<file path="src/rtl/tpu_sched_pkg.sv">
// Shared types and sizing helpers for the TPU job scheduler.
// Holds the arbiter FSM encoding, default parameters and the counter width function.
package tpu_sched_pkg;

  typedef enum logic [1:0] {
    ST_IDLE  = 2'd0,
    ST_START = 2'd1,
    ST_BUSY  = 2'd2,
    ST_RESP  = 2'd3
  } state_e;

  localparam int DEF_NUM_REQ        = 32'sd4;
  localparam int DEF_TIMEOUT_CYCLES = 32'sd1023;

  // Bits needed to hold values 0..value-1; never less than one bit.
  function automatic int clog2(input int value);
    int w;
    w = 32'sd1;
    while ((32'sd1 << w) < value) begin
      w = w + 32'sd1;
    end
    return w;
  endfunction

endpackage

</file>
<file path="src/rtl/rr_arbiter.sv">
// Combinational round-robin picker: searches upward from last_grant+1,
// wrapping modulo NUM_REQ, and reports the first active requester.
module rr_arbiter #(
  parameter int NUM_REQ = 32'sd4,
  parameter int IDX_W   = 32'sd2
) (
  input  logic [NUM_REQ-1:0] req,
  input  logic [IDX_W-1:0]   last_grant,
  output logic               valid,
  output logic [IDX_W-1:0]   winner
);

  logic [IDX_W:0]   sum_s;
  logic [IDX_W-1:0] cand_s;
  logic             hit_s;

  // Priority scan; the first hit freezes the winner for the rest of the loop.
  always_comb begin
    valid  = 1'b0;
    winner = '0;
    sum_s  = '0;
    cand_s = '0;
    hit_s  = 1'b0;
    for (int i = 1; i <= NUM_REQ; i++) begin
      sum_s  = {1'b0, last_grant} + (IDX_W + 1)'(i);
      cand_s = (sum_s >= (IDX_W + 1)'(NUM_REQ)) ? IDX_W'(sum_s - (IDX_W + 1)'(NUM_REQ))
                                                : IDX_W'(sum_s);
      hit_s  = ~valid & req[cand_s];
      winner = hit_s ? cand_s : winner;
      valid  = valid | hit_s;
    end
  end

endmodule

</file>
<file path="src/rtl/tpu_job_arbiter.sv">
// Shares one systolic array controller among NUM_REQ requesters: round-robin
// job grant, start pulse, BUSY watchdog with abort, and a completion handshake.
module tpu_job_arbiter
  import tpu_sched_pkg::*;
#(
  parameter int NUM_REQ        = DEF_NUM_REQ,
  parameter int TIMEOUT_CYCLES = DEF_TIMEOUT_CYCLES
) (
  input  logic               clk,
  input  logic               srst,
  input  logic [NUM_REQ-1:0] req,
  output logic [NUM_REQ-1:0] ack,
  output logic               ack_err,
  output logic [NUM_REQ-1:0] grant,
  output logic               tpu_start,
  output logic               tpu_abort,
  input  logic               tpu_done,
  output logic               busy,
  output logic [15:0]        job_count
);

  localparam int IDX_W = clog2(NUM_REQ);
  localparam int CNT_W = clog2(TIMEOUT_CYCLES);
  localparam logic [IDX_W-1:0] LAST_INIT = IDX_W'(NUM_REQ - 32'sd1);
  localparam logic [CNT_W-1:0] CNT_LAST  = CNT_W'(TIMEOUT_CYCLES - 32'sd1);

  state_e           state_r, state_s;
  logic [IDX_W-1:0] grant_idx_r, grant_idx_s;
  logic [IDX_W-1:0] last_grant_r, last_grant_s;
  logic [CNT_W-1:0] cnt_r, cnt_s;
  logic             err_r, err_s;
  logic [15:0]      job_count_r, job_count_s;

  logic             arb_valid_s;
  logic [IDX_W-1:0] arb_winner_s;
  logic             timeout_s;
  logic [NUM_REQ-1:0] onehot_s;

  rr_arbiter #(
    .NUM_REQ (NUM_REQ),
    .IDX_W   (IDX_W)
  ) u_rr (
    .req        (req),
    .last_grant (last_grant_r),
    .valid      (arb_valid_s),
    .winner     (arb_winner_s)
  );

  assign timeout_s = (cnt_r == CNT_LAST);
  assign onehot_s  = {{(NUM_REQ - 1){1'b0}}, 1'b1} << grant_idx_r;
  assign job_count = job_count_r;

  // State and job registers.
  always_ff @(posedge clk) begin
    if (srst) begin
      state_r      <= ST_IDLE;
      grant_idx_r  <= '0;
      last_grant_r <= LAST_INIT;
      cnt_r        <= '0;
      err_r        <= 1'b0;
      job_count_r  <= 16'h0000;
    end else begin
      state_r      <= state_s;
      grant_idx_r  <= grant_idx_s;
      last_grant_r <= last_grant_s;
      cnt_r        <= cnt_s;
      err_r        <= err_s;
      job_count_r  <= job_count_s;
    end
  end

  // Next-state logic; done beats a timeout landing in the same BUSY cycle.
  always_comb begin
    state_s      = state_r;
    grant_idx_s  = grant_idx_r;
    last_grant_s = last_grant_r;
    cnt_s        = cnt_r;
    err_s        = err_r;
    job_count_s  = job_count_r;
    case (state_r)
      ST_IDLE: begin
        if (arb_valid_s) begin
          grant_idx_s = arb_winner_s;
          state_s     = ST_START;
        end else begin
          state_s = ST_IDLE;
        end
      end
      ST_START: begin
        cnt_s   = '0;
        err_s   = 1'b0;
        state_s = ST_BUSY;
      end
      ST_BUSY: begin
        if (tpu_done) begin
          err_s   = 1'b0;
          state_s = ST_RESP;
        end else if (timeout_s) begin
          err_s   = 1'b1;
          state_s = ST_RESP;
        end else begin
          cnt_s = cnt_r + CNT_W'(1'b1);
        end
      end
      ST_RESP: begin
        last_grant_s = grant_idx_r;
        if (!err_r && (job_count_r != 16'hFFFF)) begin
          job_count_s = job_count_r + 16'd1;
        end else begin
          job_count_s = job_count_r;
        end
        state_s = ST_IDLE;
      end
      default: begin
        state_s = ST_IDLE;
      end
    endcase
  end

  // Output decode; forced quiet while srst is asserted.
  always_comb begin
    ack       = '0;
    ack_err   = 1'b0;
    grant     = '0;
    tpu_start = 1'b0;
    tpu_abort = 1'b0;
    busy      = 1'b0;
    if (srst) begin
      busy = 1'b0;
    end else begin
      busy = (state_r != ST_IDLE);
      case (state_r)
        ST_START: begin
          tpu_start = 1'b1;
          grant     = onehot_s;
        end
        ST_BUSY: begin
          grant     = onehot_s;
          tpu_abort = timeout_s & ~tpu_done;
        end
        ST_RESP: begin
          ack     = onehot_s;
          ack_err = err_r;
        end
        default: begin
          ack = '0;
        end
      endcase
    end
  end

endmodule

</file>
<file path="config.mk">
export PLATFORM = sky130hd
export DESIGN_NAME = tpu_job_arbiter
export DESIGN_NICKNAME = d
export VERILOG_FILES = /design/src/rtl/tpu_sched_pkg.sv /design/src/rtl/rr_arbiter.sv /design/src/rtl/tpu_job_arbiter.sv
export SDC_FILE = /design/constraint.sdc
export NUM_CORES = 1
export LEC_CHECK = 0
export ABC_CLOCK_PERIOD_IN_PS = 1670
export BUFFER_PORTS_ARGS = -buffer_cell sky130_fd_sc_hd__buf_2
export CELL_PAD_IN_SITES_DETAIL_PLACEMENT = 1
export CELL_PAD_IN_SITES_GLOBAL_PLACEMENT = 1
export CORE_UTILIZATION = 37
export DETAILED_ROUTE_END_ITERATION = 8
export PLACE_DENSITY_LB_ADDON = 0.08
export SLEW_MARGIN = 20
export SYNTH_ARGS = -nofsm -noshare
export SYNTH_HDL_FRONTEND = slang
export SYNTH_SLANG_ARGS = --single-unit
</file>
<file path="constraint.sdc">
create_clock -name clk -period 1.67 [get_ports clk]
set_input_delay 0.167 -clock clk [delete_from_list [all_inputs] [get_ports clk]]
set_output_delay 0.167 -clock clk [all_outputs]
set_load 0.03 [all_outputs]
</file>
==> results.txt <==
----------------------------------------------------
[Status]
  Result of the run ... finished, violations left
  Violations in the final reports ... setup timing

[Setup path]
  Crit path buffers/inverters ... 2
  Critical Path RT ... 1.89 ns
  Crit Path Max Fanout ... 8
  Crit path largest cell delay ... 0.51 ns
  Kind of cell adding the most delay to the critical path ... simple AND/OR/NAND/NOR gates
  Standard cell with the maximum stage delay on the critical path ... sky130_fd_sc_hd__or4_1
  Type of destination of the critical path ... flop
  Ordered list of cells on the worst path ... inv_2, ha_4, buf_6, nor2b_4, nor3_4, or4_1, a21oi_1
  Type of the setup path with the least slack ... reg -> reg
  Arrival time of data at the critical path endpoint ... 1.94 ns
  Kind of start point of the critical path ... flop

[Timing]
  Max Clock Freq ... between 0.5 and 0.6 GHz
  RSZ-0062 raised after global routing ... yes
  Worst setup margin ... -0.0513 ns
  Number of hold violations in the final report ... 0
  Worst slew slack as a fraction of its limit ... 71.1%
  Clock Skew ... 0.00813 ns
  TNS Setup ... -0.247 ns
  Post-route fraction of the period consumed by the critical path ... 103%
  Setup violators final ... 6
  Measured slew at the worst slew-check pin ... approximately 0.43 ns
  Fin crit period ... between 1.5 and 2 ns
  Max-slew violation total from the final report ... 0

[Logic synthesis]
  Number of enable flip-flop cells after synthesis ... 0
  Top flip-flop cell by instance count after synthesis ... sky130_fd_sc_hd__dfxtp_1
  Number of cells produced by synthesis ... between 200 and 250
  Number of synthesis warnings ... 0
  Synthesized area ... 1880 um^2
  Share of the yosys chip area belonging to registers ... 35.2%
  Register bit count reported by yosys ... 33
  Synth Net Count ... 241
  Number of distinct standard cells referenced by the synthesized netlist ... 50
  FFs w/ async S/R, synth ... 0%
  Mean Syn Cell Area ... 8.31 um^2

[Finish]
  Number of nets in the final layout ... 325
  Fill cell instance count of the final layout ... 594
  ANT cells ... 0
  Most frequent cells in the layout ... 50 x sky130_fd_sc_hd__buf_4, 24 x sky130_fd_sc_hd__buf_2, 17 x sky130_fd_sc_hd__nor2_1, 16 x sky130_fd_sc_hd__dfxtp_1, 15 x sky130_fd_sc_hd__a21oi_1
  End-of-flow core utilization ... 61.2%
  Layout cells sized above 1 ... between 50% and 60%
  Layout Cell Area excl Fill ... a little under 3000 um^2
  Most common cell after layout, fill and taps aside ... sky130_fd_sc_hd__buf_4
  Area Overhead vs Synth ... 57.0%

[GRT]
  Largest net degree at the start of global routing ... 19
  Number of antenna violations at the first check in global routing ... 0
  Vias in the first global route ... 2008
  Wire length of the first global-routing pass ... between 9 and 10 mm
  Overall Global Routing Usage ... between 20 and 25%
  Grt ovf ... 0

[Placed design]
  Placed inst area ... 2380 um^2
  RD Place Congestion ... 0.792
  PortBufs ... 34
  Placed wire-length estimate after detailed placement ... 4.11 mm

[Floorplan]
  Die area ... 5360 um^2
  IO Pins ... 35
  Floorplan core area ... 4820 um^2
  Cell Rows ... 25
  Horizontal extent of the die ... roughly 73 um
  Starting Density ... 39.0%
  Die span in y ... 73.2 um

[Route]
  Drt first pass iters ... 4
  Drt initial violations ... 92
  Routed wire length ... 6.53 mm
  Vias ... 2069
  Antenna Nets Post-Route ... 0
  DR vias/cell ... 5.47
  Remaining DRCs ... 0
  Routed wirelength normalized by instance count ... ~17 um

[Min path]
  Worst hold-check path type ... in -> reg

[Clock tree]
  Number of levels the H-tree was split into ... 2
  Number of sinks handled by clock tree synthesis ... 33
  Clock buffer count from CTS ... 5
  Bufs on Longest Clock Path ... 2
  Root buffer cell ... sky130_fd_sc_hd__clkbuf_8
  CTS tree ... yes
  Worst-skew pair later-pin latency ... 0.29 ns
  Cts-stage hold buffer count ... 0
  Post-CTS clock slew at the launch and capture registers of the worst setup and hold paths ... 0.08 ns

[Power]
  Power after layout ... between 2 and 3 mW
  Areal power density over the cells ... 924 nW/um^2
  Leak ... 1.19 nW
  IR Drop Worst-Case VDD ... 0.827 mV

[Flow run]
  Max-Cap Viols ... 0

----------------------------------------------------
==> synthesized netlist by cell type (2+ instances only) <==
library cell / number / share of area [%]
sky130_fd_sc_hd__o41ai_1: 3 / 1.4
sky130_fd_sc_hd__or4_1: 7 / 2.8
sky130_fd_sc_hd__or3_1: 3 / 1.0
sky130_fd_sc_hd__and4_2: 3 / 1.6
sky130_fd_sc_hd__nor2_1: 18 / 3.6
sky130_fd_sc_hd__a31oi_1: 4 / 1.3
sky130_fd_sc_hd__nor2b_1: 9 / 3.0
sky130_fd_sc_hd__nor3_1: 12 / 3.2
sky130_fd_sc_hd__clkbuf_1: 4 / 0.80
sky130_fd_sc_hd__mux2i_1: 5 / 2.7
sky130_fd_sc_hd__inv_1: 8 / 1.6
sky130_fd_sc_hd__buf_1: 2 / 0.40
sky130_fd_sc_hd__and3_1: 3 / 1.0
sky130_fd_sc_hd__o21ai_0: 6 / 1.6
sky130_fd_sc_hd__nand2_1: 19 / 3.8
sky130_fd_sc_hd__ha_1: 8 / 5.3
sky130_fd_sc_hd__nand3_1: 9 / 2.4
sky130_fd_sc_hd__a21oi_1: 19 / 5.1
sky130_fd_sc_hd__nand4_1: 4 / 1.3
sky130_fd_sc_hd__o311ai_0: 2 / 0.93
sky130_fd_sc_hd__buf_6: 2 / 1.2
sky130_fd_sc_hd__mux2_2: 4 / 2.4
sky130_fd_sc_hd__o31ai_1: 8 / 3.2
sky130_fd_sc_hd__buf_2: 3 / 0.80
sky130_fd_sc_hd__a311oi_1: 4 / 1.9
sky130_fd_sc_hd__dfxtp_1: 33 / 35
==> final cells by class <==
cell class              instances  area, um^2  area share [%]
multi-input cells             173        1390            47.2
flip-flops and latches         33         692            23.5
repair buffers                 88         654            22.2
clock buffers                   8        90.1            3.06
well taps                      67        83.8            2.84
inverters                       9        36.3            1.23
==> flip-flops by register name (all words and copies together) (netlist names) <==
signal	count
cnt_r	10
job_count	16
state_r	2
grant_idx_r	2
last_grant_r	2
err_r	1
==> worst register-to-register path, cell delays in order, from the launching register on <==
cell and delay [ns]:
sky130_fd_sc_hd__dfxtp_2 0.35, sky130_fd_sc_hd__inv_2 0.06, sky130_fd_sc_hd__ha_4 0.16, sky130_fd_sc_hd__buf_6 0.11, sky130_fd_sc_hd__nor2b_4 0.22, sky130_fd_sc_hd__nor3_4 0.11, sky130_fd_sc_hd__or4_1 0.51, sky130_fd_sc_hd__a21oi_1 0.13
==> through the flow <==
stage	std cells	hold slack [ns]	worst slack, ns
6_report	378	0.232	-0.0513
5_1_grt	378	0.234	-0.122
4_1_cts	372	0.235	-0.0225
3_5_place_dp	350	0.485	-0.146
3_3_place_gp	350	0.473	-0.0290
2_1_floorplan	226	0.354	-0.0193
==> power by group <==
part | switching, mW | total [mW] | leakage, nW | internal, mW
Sequential | 0.0941 | 0.950 | 0.276 | 0.856
Clock | 0.314 | 0.651 | 0.0455 | 0.337
Combinational | 0.585 | 1.12 | 0.865 | 0.538
Total | 0.993 | 2.72 | 1.19 | 1.73
==> logic make-up after synthesis <==
| logic type | Yosys count | share of synthesized area [%] |
|---|---|---|
| buffers and inverters | 20 | 5.00 |
| AND/OR/NAND/NOR | 101 | 29.9 |
| adder cells (fa/ha/maj) | 8 | 5.33 |
| flip-flops | 33 | 35.2 |
| AO/OA/AOI/OAI | 55 | 19.5 |
| multiplexers | 9 | 5.06 |
==> metal layers <==
layer,track usage (%),vias up,part of all wire (%)
li1,-,1018,-
met1,29.0,1022,45
met2,42.3,24,52
met3,5.39,5,2.3
met4,7.19,0,0.61
met5,0,-,0
==> final timing paths <==
| check | from | end | slack, ns | cells after the start |
|---|---|---|---|---|
| worst max-delay path | state_r[0] | cnt_r[6] | -0.05 | 7 |
| worst min-delay path | srst | grant_idx_r[0] | 0.23 | 3 |
| worst max register to register | state_r[0] | cnt_r[6] | -0.05 | 7 |
| worst min register to register | job_count[5] | job_count[5] | 0.50 | 1 |
==> repair_timing <==
action	CTS	global route
resized for setup	35	46
pin swaps	5	16
endpoints found under the hold margin	0	0
setup endpoints to repair	19	23
cloned	0	0
setup buffers	15	7
(Power assumes the default switching activity.)
